==> src/rtl/hazard_pkg.sv <==
// rtl/hazard_pkg.sv - shared encodings for the ID/EX hazard control block
package hazard_pkg;

    // Register-index width of the MIPS-style rs/rt fields.
    localparam int REG_W = 5;

    // Register $zero: writes to it are discarded, so it never creates a hazard.
    localparam logic [REG_W-1:0] REG_ZERO = 5'd0;

    // Width of the internal stall/flush down-counter (parameters are 1..7).
    localparam int DCNT_W = 3;

    typedef enum logic [1:0] {
        RUN      = 2'd0,
        LSTALL   = 2'd1,
        FLUSH    = 2'd2,
        MEM_WAIT = 2'd3
    } state_e;

endpackage

==> src/rtl/sat_counter.sv <==
// rtl/sat_counter.sv - saturating event counter
//
// Ports:
//   clock  - rising-edge clock
//   reset  - synchronous active-high reset, clears count
//   inc    - count one event this cycle
//   count  - number of events since reset, sticks at all-ones
module sat_counter #(
    parameter int W = 16
) (
    input  logic         clock,
    input  logic         reset,
    input  logic         inc,
    output logic [W-1:0] count
);

    logic [W-1:0] count_q;

    always_ff @(posedge clock) begin
        if (reset) begin
            count_q <= '0;
        end else if (inc && (count_q != {W{1'b1}})) begin
            count_q <= count_q + 1'b1;
        end
    end

    assign count = count_q;

endmodule

==> src/rtl/id_ex_hazard_ctrl.sv <==
// rtl/id_ex_hazard_ctrl.sv - load-use stall, redirect flush and memory-wait control
//
// Ports:
//   clock, reset              - clock and synchronous active-high reset
//   id_rs, id_rt, id_uses_rt  - source fields of the instruction in decode
//   ex_memread, ex_rt         - load indication and destination from the ID/EX latch
//   ex_branch_taken, ex_jump  - redirect requests resolved in EX
//   mem_busy                  - data memory not ready, freezes everything
//   pc_write, ifid_write, idex_write - latch load enables
//   ifid_flush, idex_flush    - nop / bubble insertion
//   stall_count, flush_count  - saturating statistics
//   state                     - current FSM state for debug
module id_ex_hazard_ctrl
    import hazard_pkg::*;
#(
    parameter int LOAD_USE_STALL = 1,
    parameter int FLUSH_CYCLES   = 1,
    parameter int CNT_W          = 16
) (
    input  logic             clock,
    input  logic             reset,
    input  logic [REG_W-1:0] id_rs,
    input  logic [REG_W-1:0] id_rt,
    input  logic             id_uses_rt,
    input  logic             ex_memread,
    input  logic [REG_W-1:0] ex_rt,
    input  logic             ex_branch_taken,
    input  logic             ex_jump,
    input  logic             mem_busy,
    output logic             pc_write,
    output logic             ifid_write,
    output logic             idex_write,
    output logic             ifid_flush,
    output logic             idex_flush,
    output logic [CNT_W-1:0] stall_count,
    output logic [CNT_W-1:0] flush_count,
    output logic [1:0]       state
);

    state_e              state_q, state_d;
    state_e              saved_q, saved_d;
    logic [DCNT_W-1:0]   dcnt_q, dcnt_d;
    logic [DCNT_W-1:0]   saved_cnt_q, saved_cnt_d;

    // MEM_WAIT replays the interrupted state once memory is ready, so the
    // per-state logic below always works on this effective view.
    state_e              eff_state;
    logic [DCNT_W-1:0]   eff_cnt;

    logic hz, redirect, stall_inc, flush_inc;

    assign hz = ex_memread && (ex_rt != REG_ZERO) &&
                ((ex_rt == id_rs) || (id_uses_rt && (ex_rt == id_rt)));
    assign redirect = ex_branch_taken || ex_jump;

    assign eff_state = (state_q == MEM_WAIT) ? saved_q     : state_q;
    assign eff_cnt   = (state_q == MEM_WAIT) ? saved_cnt_q : dcnt_q;

    always_ff @(posedge clock) begin
        if (reset) begin
            state_q     <= RUN;
            saved_q     <= RUN;
            dcnt_q      <= '0;
            saved_cnt_q <= '0;
        end else begin
            state_q     <= state_d;
            saved_q     <= saved_d;
            dcnt_q      <= dcnt_d;
            saved_cnt_q <= saved_cnt_d;
        end
    end

    always_comb begin
        pc_write    = 1'b1;
        ifid_write  = 1'b1;
        idex_write  = 1'b1;
        ifid_flush  = 1'b0;
        idex_flush  = 1'b0;
        stall_inc   = 1'b0;
        flush_inc   = 1'b0;
        state_d     = state_q;
        dcnt_d      = dcnt_q;
        saved_d     = saved_q;
        saved_cnt_d = saved_cnt_q;

        if (reset) begin
            pc_write   = 1'b0;
            ifid_write = 1'b0;
            idex_write = 1'b0;
            ifid_flush = 1'b1;
            idex_flush = 1'b1;
        end else if (mem_busy) begin
            pc_write   = 1'b0;
            ifid_write = 1'b0;
            idex_write = 1'b0;
            state_d    = MEM_WAIT;
            // Only capture on entry; a longer wait must keep the original context.
            if (state_q != MEM_WAIT) begin
                saved_d     = state_q;
                saved_cnt_d = dcnt_q;
            end
        end else if (redirect) begin
            ifid_flush = 1'b1;
            idex_flush = 1'b1;
            flush_inc  = 1'b1;
            if (FLUSH_CYCLES > 1) begin
                state_d = FLUSH;
                dcnt_d  = DCNT_W'(FLUSH_CYCLES - 1);
            end else begin
                state_d = RUN;
                dcnt_d  = '0;
            end
        end else begin
            case (eff_state)
                LSTALL: begin
                    pc_write   = 1'b0;
                    ifid_write = 1'b0;
                    idex_flush = 1'b1;
                    stall_inc  = 1'b1;
                    if (eff_cnt <= DCNT_W'(1)) begin
                        state_d = RUN;
                        dcnt_d  = '0;
                    end else begin
                        state_d = LSTALL;
                        dcnt_d  = eff_cnt - 1'b1;
                    end
                end
                FLUSH: begin
                    ifid_flush = 1'b1;
                    if (eff_cnt <= DCNT_W'(1)) begin
                        state_d = RUN;
                        dcnt_d  = '0;
                    end else begin
                        state_d = FLUSH;
                        dcnt_d  = eff_cnt - 1'b1;
                    end
                end
                default: begin
                    state_d = RUN;
                    dcnt_d  = '0;
                    if (hz) begin
                        pc_write   = 1'b0;
                        ifid_write = 1'b0;
                        idex_flush = 1'b1;
                        stall_inc  = 1'b1;
                        if (LOAD_USE_STALL > 1) begin
                            state_d = LSTALL;
                            dcnt_d  = DCNT_W'(LOAD_USE_STALL - 1);
                        end
                    end
                end
            endcase
        end
    end

    sat_counter #(.W(CNT_W)) u_stall_cnt (
        .clock (clock),
        .reset (reset),
        .inc   (stall_inc),
        .count (stall_count)
    );

    sat_counter #(.W(CNT_W)) u_flush_cnt (
        .clock (clock),
        .reset (reset),
        .inc   (flush_inc),
        .count (flush_count)
    );

    assign state = state_q;

endmodule

==> config.mk <==
export PLATFORM = sky130hd
export DESIGN_NAME = id_ex_hazard_ctrl
export DESIGN_NICKNAME = d
export VERILOG_FILES = /design/src/rtl/hazard_pkg.sv /design/src/rtl/sat_counter.sv /design/src/rtl/id_ex_hazard_ctrl.sv
export SDC_FILE = /design/constraint.sdc
export NUM_CORES = 1
export LEC_CHECK = 0
export BUFFER_PORTS_ARGS = -buffer_cell sky130_fd_sc_hd__buf_4
export CORE_ASPECT_RATIO = 0.8
export CORE_MARGIN = 3
export CORE_UTILIZATION = 45
export CTS_CLUSTER_SIZE = 16
export DETAILED_ROUTE_END_ITERATION = 16
export PLACE_DENSITY = 0.73
export SYNTH_ARGS = -nofsm -noshare
export SYNTH_HDL_FRONTEND = slang
export SYNTH_SLANG_ARGS = --single-unit
==> constraint.sdc <==
create_clock -name clock -period 2 [get_ports clock]
set_input_delay 0.1 -clock clock [delete_from_list [all_inputs] [get_ports clock]]
set_output_delay 0.1 -clock clock [all_outputs]
set_load 0.02 [all_outputs]
==> run metrics, run 1 <==
startpoint type of the worst setup path flip-flop; register clock-pin slew on the reported worst setup and hold paths 0.09 ns; # clock sinks 42; most instantiated cells after synthesis nor2_1 (43), dfxtp_1 (42), xnor2_1 (28); Crit Path Max Fanout 3; growth of design area from synthesis to finish 43.9%; GR Overflow Total 0; floorplan die height roughly 70 µm; maximum frequency from static timing analysis 494 MHz; Starting DRT DRC Count between 80 and 90; starting density of the core 0.483; clock insertion delay at the later pin of the skew report 0.29 ns; violated checks setup timing; share of the cycle needed by the critical path after routing 1.01; wirelength, routed about 5500 µm; category of the most critical setup path reg2out; Required @ worst endpoint ~1.9 ns; CTS Buffer Depth 2; initial antenna violation count 0; Least-Margin Pin Slew roughly 0.46 ns; First-pass DRT Iterations 4; peak supply drop 0.417 mV; final non-filler cell total 411; Synth Instances 262; total power divided by cell area 493 nW/µm²; CTS tree built; Post-Route Skew roughly 0.0075 ns; synthesized area divided by synthesized cell count 8.73 µm²; total placed cells including tap cells 395; Critical Path End Type output pin; Placer Congestion 0.827; number of port buffers 60; buffer type at the clock tree root clkbuf_8; DRC violations left 0; minimum clock period after layout 2.03 ns; remaining antenna violation count 0; CTS H-tree depth 2; Unique masters post-synth between 50 and 60; Core ar. about 4700 µm²; cell type contributing the most total cell area after synthesis dfxtp_1; number of pins with negative max-slew slack in the final report 0; total number of nets in the final design about 380; Die Footprint 5980 µm²; final setup fails 2; number of buffers created by CTS 5; pin count of the biggest net entering global routing 20; number of placed I/O pins 61; tightest slew margin relative to the limit 0.691; filler instances 371; first-pass GRT wire length roughly 9000 µm; maxcap violations 0; worst hold slack across all endpoints 0.103 ns; P_leak 1.40 nW; final worst slack -0.0251 ns; number of rows created at floorplan 22; async set-reset flop share out of synthesis 0; fraction of layout instances using a drive strength above 1 0.407; average wire per standard cell 13.3 µm; vias per std cell 5.08; Ys Warns 0; run status finished with violations; most area-consuming cells after synthesis dfxtp_1 (37%), xnor2_1 (11%), nor2_1 (7.1%); synthesized net count 290; Seq/Total Area, Yosys 0.368; horizontal extent of the die approximately 86 µm; HP Class in2reg; Global Route Usage Sum 0.181; hold violation total from the final report 0; most used standard cell by instance count after synthesis nor2_1; via count of the routed design about 2,100; setup repair after global routing missed its margin true; CP Data Arrival Time 1.93 ns; Post-synth EDFFs 0; Yosys reg bits 42; fraction of synthesized cell area taken by the top area cell type 0.368; summed instance area of the synthesized netlist 2290 µm²; Ant. Diodes 0; vias in the first global route 1,948; Synth Flop Type dfxtp_1; DP Wirelength 4000 µm; power after layout 1.62 mW
registers in the layout, indices dropped and copies added (netlist names):
signal and cells:
state 2, dcnt_q 3, u_flush_cnt.count 16, saved_q 2, saved_cnt_q 3, u_stall_cnt.count 16
power breakdown:
part / switching [mW] / internal [mW]
combinational: 0.119 / 0.118
clock: 0.295 / 0.247
sequential: 0.00632 / 0.840
kinds of logic (layout without fill, tap and decap cells):
| kind of cell | after synthesis | after routing | share of synthesized area |
|---|---|---|---|
| xor gates and xnor gates | 40 | 40 | 0.153 |
| and+or+nand+nor | 128 | 128 | 0.301 |
| buffers and inverters | 18 | 107 | 0.0405 |
| AOI/OAI and AO/OA | 23 | 23 | 0.0826 |
| adders and majority gates | 6 | 6 | 0.0328 |
| DFF | 42 | 42 | 0.368 |
| muxes | 5 | 5 | 0.0224 |
repair_timing:
action	in CTS	in global routing
pin swaps	18	17
endpoints found under the setup margin	11	21
hold buffers	0	0
setup buffers	3	4
gates cloned	0	1
gates resized for setup	20	20
worst max-delay path, cell delays in order (launching register included):
cell and delay (ns):
dfxtp_2 0.35, inv_2 0.04, o21a_4 0.20, ha_4 0.26, o311a_4 0.13, a21oi_4 0.14, buf_6 0.11, a21oi_2 0.03
or2_1 0.24, buf_6 0.14
worst paths after layout:
check / startpoint / to / slack (ns) / depth (start not counted)
worst max-delay path: state[0] / idex_flush / -0.03 / 9
worst min-delay path: reset / u_stall_cnt.count[2] / 0.10 / 2
worst max register to register: state[0] / u_stall_cnt.count[9] / -0.01 / 11
worst min register to register: saved_cnt_q[2] / saved_cnt_q[2] / 0.46 / 2
layout by cell type (no fill, tap or decap), drive strengths merged, types with 7 or more instances in the layout:
cell type	Yosys	layout
xnor2	28	28
nand4	7	7
xor2	12	12
nor2	44	44
nor3	11	11
nand3	16	16
clkbuf	4	7
dfxtp	42	42
nand2	23	23
inv	7	7
buf	7	91
a21oi	10	10
layer usage:
| layer | vias to the layer above | track usage | part of all wire | wire length [µm] |
|---|---|---|---|---|
| met5 | - | 0 | 0 | 0 |
| met4 | 0 | 0.0475 | 0.0089 | 49 |
| met3 | 7 | 0.0439 | 0.059 | 321 |
| met2 | 47 | 0.292 | 0.48 | 2620 |
| met1 | 971 | 0.242 | 0.45 | 2480 |
| li1 | 1064 | - | - | - |
stage by stage:
stage	worst slack (ns)	setup TNS, ns	instance area (µm²)	util
6_report	-0.0251	-0.0360	3290	0.695
5_1_grt	-0.0985	-0.824	3290	0.695
4_1_cts	-0.0700	-0.133	3160	0.668
2_1_floorplan	0.00368	0	2300	-
3_3_place_gp	-0.00470	-0.00470	2940	0.620
3_5_place_dp	-0.0684	-0.353	2940	0.620
cell type report:
cell class	count	area [µm²]	share of cell area
Clock buffer	6	72.6	0.0220
Timing Repair Buffer	92	739	0.225
Inverter	7	26.3	0.00798
Sequential cell	42	855	0.260
Clock inverter	2	13.8	0.00418
Tap cell	60	75.1	0.0228
Multi-Input combinational cell	202	1510	0.459
(Power assumes the default switching activity.)
==> run 2: changes to the inputs <==
Settings changed: CORE_UTILIZATION 45 to 47, PLACE_DENSITY 0.73 to 0.75.
==> run 2 against run 1 <==
  * The run still ends with setup timing left
  * Global-route usage grew 1.1 points
  * Fmax up 0.88%
  * First-iteration DRC count is 29% higher
  * Sequential power is essentially flat
  * Critical endpoint unchanged
  * Largest power group unchanged
==> run metrics, run 2 (synthesis gave the netlist of run 1 again) <==
vias in the first global route around 1,900; Ant. Diodes 0; cell area reported after detailed placement 2940 µm²; Least-Margin Pin Slew 0.433 ns; via count of the routed design between 2,000 and 2,500; CTS H-tree depth 2; number of placed I/O pins 61; minimum clock period after layout 2.01 ns; Switching Fraction 0.253; Core Util, Final 0.710; number of port buffers 60; Die Footprint ~5700 µm²; DRC violations left 0; HP Class in2reg; P_leak 1.41 nW; pin count of the biggest net entering global routing 32; commonest non-fill, non-tap cells in the layout buf_4 (86), nor2_1 (43), dfxtp_1 (35); CP Data Arrival Time 1.91 ns; P_int 1.23 mW; final worst slack -0.00756 ns; category of the most critical setup path reg2out; startpoint type of the worst setup path flip-flop; share of the cycle needed by the critical path after routing 1.00; fraction of layout instances using a drive strength above 1 0.414; launch instance of the worst min-delay path reset; hold violation total from the final report 0; share of total power in the clock network 0.344; floorplan die height between 60 and 70 µm; hold buffer count at CTS 0; worst r2r src state[0]; horizontal extent of the die 84.0 µm; remaining antenna violation count 0; Reg power frac 0.515; number of buffers created by CTS 5; vias per std cell 5.16; first-pass GRT wire length 8860 µm; final cell area excluding filler cells 3300 µm²; number of rows created at floorplan 22; clock insertion delay at the later pin of the skew report 0.29 ns; Global Route Usage Sum 0.192; CTS tree built; run status finished with violations; initial antenna violation count 0; First-pass DRT Iterations 4; final setup fails 1; tightest slew margin relative to the limit 0.709; total number of nets in the final design 377; average wire per standard cell 14.4 µm; starting density of the core 0.492; Crit Path Max Fanout 5; GR Overflow Total 0; maxcap violations 0; growth of design area from synthesis to finish 44.4%; maximum frequency from static timing analysis 498 MHz; peak supply drop 0.368 mV; Core ar. approximately 4700 µm²; Critical Path End Type output pin; Required @ worst endpoint 1.90 ns; DP Wirelength ~3900 µm; Placer Congestion a little over 0.8; wirelength, routed slightly below 6000 µm; # clock sinks between 40 and 50; filler instances 353; footprint of the multi-input gates 1530 µm²; number of pins with negative max-slew slack in the final report 0; CTS Buffer Depth 2; Logic pwr share 0.142; register clock-pin slew on the reported worst setup and hold paths 0.08 ns; launch point of the critical path state[0]; most common cell after layout, fill and taps aside buf_4; total power divided by cell area 499 nW/µm²; area occupied by registers 855 µm²; setup repair after global routing missed its margin true; pre-CTS setup slack -0.161 ns; Starting DRT DRC Count 111; net switching power approximately 0.42 mW; buffer type at the clock tree root clkbuf_8; Post-Route Skew 0.00323 ns; violated checks setup timing
run 2: changes by cell type in the layout (fill, tap and decap cells not counted), sizes merged:
cell	before	now
clkbuf	7	6
clkinv	2	1
clkinvlp	0	1
run 2: what timing repair did:
item                                    CTS  global route
endpoints found under the setup margin   13            18
gates resized for setup                  11            27
pin swaps                                 3            14
buffers inserted                          0             7
run 2: final timing paths:
check	end	depth (start not counted)	slack, ns
worst min-delay path	state[1]	2	0.12
worst max-delay path	idex_flush	8	-0.008
worst min register to register	saved_cnt_q[0]	2	0.48
worst max register to register	u_stall_cnt.count[7]	10	0.02
run 2: layout make-up:
| class | count | area share |
|---|---|---|
| Clock buffer | 6 | 0.0250 |
| Inverter | 7 | 0.00795 |
| Clock inverter | 2 | 0.00379 |
| Sequential cell | 42 | 0.259 |
| Timing Repair Buffer | 91 | 0.218 |
| Multi-Input combinational cell | 202 | 0.464 |
| Tap cell | 60 | 0.0227 |
run 2: metal layers:
layer / share of wire / vias up / GRT usage
met5: 0 / - / 0
met4: 0.0093 / 0 / 0.0703
met3: 0.061 / 5 / 0.0457
met2: 0.48 / 65 / 0.317
met1: 0.45 / 986 / 0.248
li1: - / 1058 / -
run 2: critical path, cell delays in order (launching register included):
cell	delay, ns
dfxtp_4	0.37
inv_2	0.03
o21a_4	0.20
ha_4	0.23
o311a_4	0.13
a21oi_4	0.22
a21oi_2	0.08
or2_1	0.22
buf_6	0.13
run 2: power groups by stage:
stage / Clock (mW) / Sequential (mW) / Combinational [mW]
after global routing: 0.616 / 0.850 / 0.252
after floorplan: 0 / 0.874 / 0.107
after CTS: 0.581 / 0.849 / 0.208
final: 0.566 / 0.848 / 0.233
after detailed placement: 0 / 0.868 / 0.198
after global placement: 0 / 0.868 / 0.194
run 2: metrics by stage:
stage	total power [mW]	setup TNS (ns)	cells	hold slack (ns)
final	1.65	-0.00756	410	0.119
after global routing	1.72	-0.456	410	0.105
after CTS	1.64	-0.0579	403	0.109
after detailed placement	1.07	-0.891	395	0.425
after global placement	1.06	-0.0277	395	0.422
after floorplan	0.981	0	262	0.413
==> run 3: changes to the inputs <==
Settings changed: BUFFER_PORTS_ARGS -buffer_cell sky130_fd_sc_hd__buf_4 to -buffer_cell sky130_fd_sc_hd__buf_2.
==> run 3 against run 2 <==
  * The run still ends with setup timing left
  * Total power decreased by 0.26%
  * Global-route usage decreased by 1.0 points
  * Register-to-register slack got worse by 0.09 ns
  * Wire length decreased by 6.9%
  * Worst hold slack improved by 0.11 ns
  * Clock power increased by 1%
  * First-iteration DRC count increased by 8.1%
  * Utilization decreased by 2.5 points
==> run metrics, run 3 (synthesis gave the netlist of run 1 again) <==
setup slack of the worst register-to-register path -0.07 ns; First-pass DRT Iterations 4; final setup fails 2; launch point of the critical path state[0]; final worst slack -0.0790 ns; HP Class in2reg; category of the most critical setup path reg2out; vias per std cell 5.07; number of buffers created by CTS 5; maxcap violations 0; launch instance of the worst min-delay path reset; worst r2r src u_stall_cnt.count[7]; number of rows created at floorplan 22; most common cell after layout, fill and taps aside buf_2; share of the cycle needed by the critical path after routing 1.04; stage delay of the slowest cell on the critical path 0.34 ns; horizontal extent of the die 84.0 µm; Critical Path End Type output pin; Placer Congestion 0.815; setup TNS -0.145 ns; number of instances on the worst hold path 3; total number of nets in the final design 379; initial antenna violation count 0; run status finished with violations; cell area reported after detailed placement about 2800 µm²; Die Footprint 5740 µm²; wirelength, routed 5480 µm; average wire per standard cell 13.3 µm; starting density of the core 0.492; vias in the first global route about 1,900; floorplan die height slightly below 70 µm; number of pins with negative max-slew slack in the final report 0; number of placed I/O pins 61; growth of design area from synthesis to finish 39.4%; setup repair after global routing missed its margin true; CTS tree built; total placed cells including tap cells just under 400; final cell area excluding filler cells 3190 µm²; P_leak 1.43 nW; startpoint type of the worst setup path flip-flop; filler instances about 340; Ant. Diodes 0; hold violation total from the final report 0; final non-filler cell total ~400; Starting DRT DRC Count 120; tightest slew margin relative to the limit 0.682; number of port buffers 60; violated checks setup timing; cell with the most instances on the worst path buf_6; CTS H-tree depth 2; Core Util, Final 0.685; GR Overflow Total 0; CTS Buffer Depth 2; Global Route Usage Sum 0.182; pin count of the biggest net entering global routing 34; slowest cell on the critical path dfxtp_2; DP Wirelength about 3700 µm; worst r2r path cells 8; DRC violations left 0; minimum clock period after layout 2.08 ns; remaining antenna violation count 0; clock insertion delay at the later pin of the skew report 0.29 ns; # clock sinks 42; via count of the routed design 2,088; worst path cell trace inv_2 > o21a_4 > ha_4 > o311a_4 > a21oi_4 > buf_6 > a21oi_2 > or2_1 > buf_6; RR Endpoint u_stall_cnt.count[13]; worst hold slack across all endpoints approximately 0.23 ns; fraction of layout instances using a drive strength above 1 0.412; Required @ worst endpoint between 1.5 and 2 ns; peak supply drop 0.328 mV; Post-Route Skew 0.00569 ns; register clock-pin slew on the reported worst setup and hold paths 0.08 ns; Core ar. 4650 µm²; commonest non-fill, non-tap cells in the layout buf_2 (59), nor2_1 (43), dfxtp_1 (35); worst hold path endpoint u_stall_cnt.count[6]; Least-Margin Pin Slew 0.473 ns; buffer type at the clock tree root clkbuf_8; total power divided by cell area 516 nW/µm²; maximum frequency from static timing analysis 481 MHz; hold buffer count at CTS 0; Crit Path Max Fanout 3; first-pass GRT wire length 8550 µm; CP Data Arrival Time a little under 2 ns
-- run 3: changes by cell type in the layout (fill, tap and decap cells not counted), moves of 2 or more --
cell	previous run	this run
buf_12	2	0
buf_2	0	59
buf_4	86	25
buf_6	3	9
mux2i_2	2	0
-- run 3: cell type report --
type | instances | area, µm² | share of cell area
Sequential cell | 42 | 855 | 0.268
Clock inverter | 2 | 12.5 | 0.00392
Clock buffer | 6 | 82.6 | 0.0259
Inverter | 7 | 26.3 | 0.00824
Timing Repair Buffer | 93 | 584 | 0.183
Tap cell | 60 | 75.1 | 0.0235
Multi-Input combinational cell | 202 | 1550 | 0.487
-- run 3: worst max path at each step --
stage                             to  slack (ns)
2_1_floorplan  u_stall_cnt.count[13]       0.004
3_3_place_gp    u_stall_cnt.count[5]       -0.01
3_5_place_dp    u_stall_cnt.count[5]       -0.14
4_1_cts                   idex_flush       -0.04
5_1_grt                   idex_flush       -0.15
6_report                  idex_flush       -0.08
-- run 3: metrics by stage --
step / setup WS, ns / total power [mW]
2_1_floorplan: 0.00368 / 0.981
3_3_place_gp: -0.0126 / 1.05
3_5_place_dp: -0.137 / 1.05
4_1_cts: -0.0421 / 1.63
5_1_grt: -0.149 / 1.71
6_report: -0.0790 / 1.64
-- run 3: critical path: cells and delay by family, from the launching register on --
family                   cells  cell delay (ns)
AO/OA/AOI/OAI                4             0.57
flip-flops                   1             0.34
buffers and inverters        3             0.29
adder cells (fa/ha/maj)      1             0.25
AND/OR/NAND/NOR              1             0.24
-- run 3: metal layers --
layer,track usage,vias to the layer above,part of all wire
li1,-,1065,-
met1,0.229,961,0.46
met2,0.318,58,0.47
met3,0.0433,4,0.055
met4,0.0462,0,0.0064
met5,0,-,0
-- run 3: power breakdown --
group	switching [mW]	internal, mW	total [mW]
Sequential	0.00711	0.841	0.848
Combinational	0.123	0.101	0.224
Clock	0.295	0.278	0.572
-- run 3: timing repair --
action / in CTS / in global routing
pin swaps: 8 / 31
endpoints found under the setup margin: 12 / 23
gates resized for setup: 19 / 27
setup buffers: 3 / 6
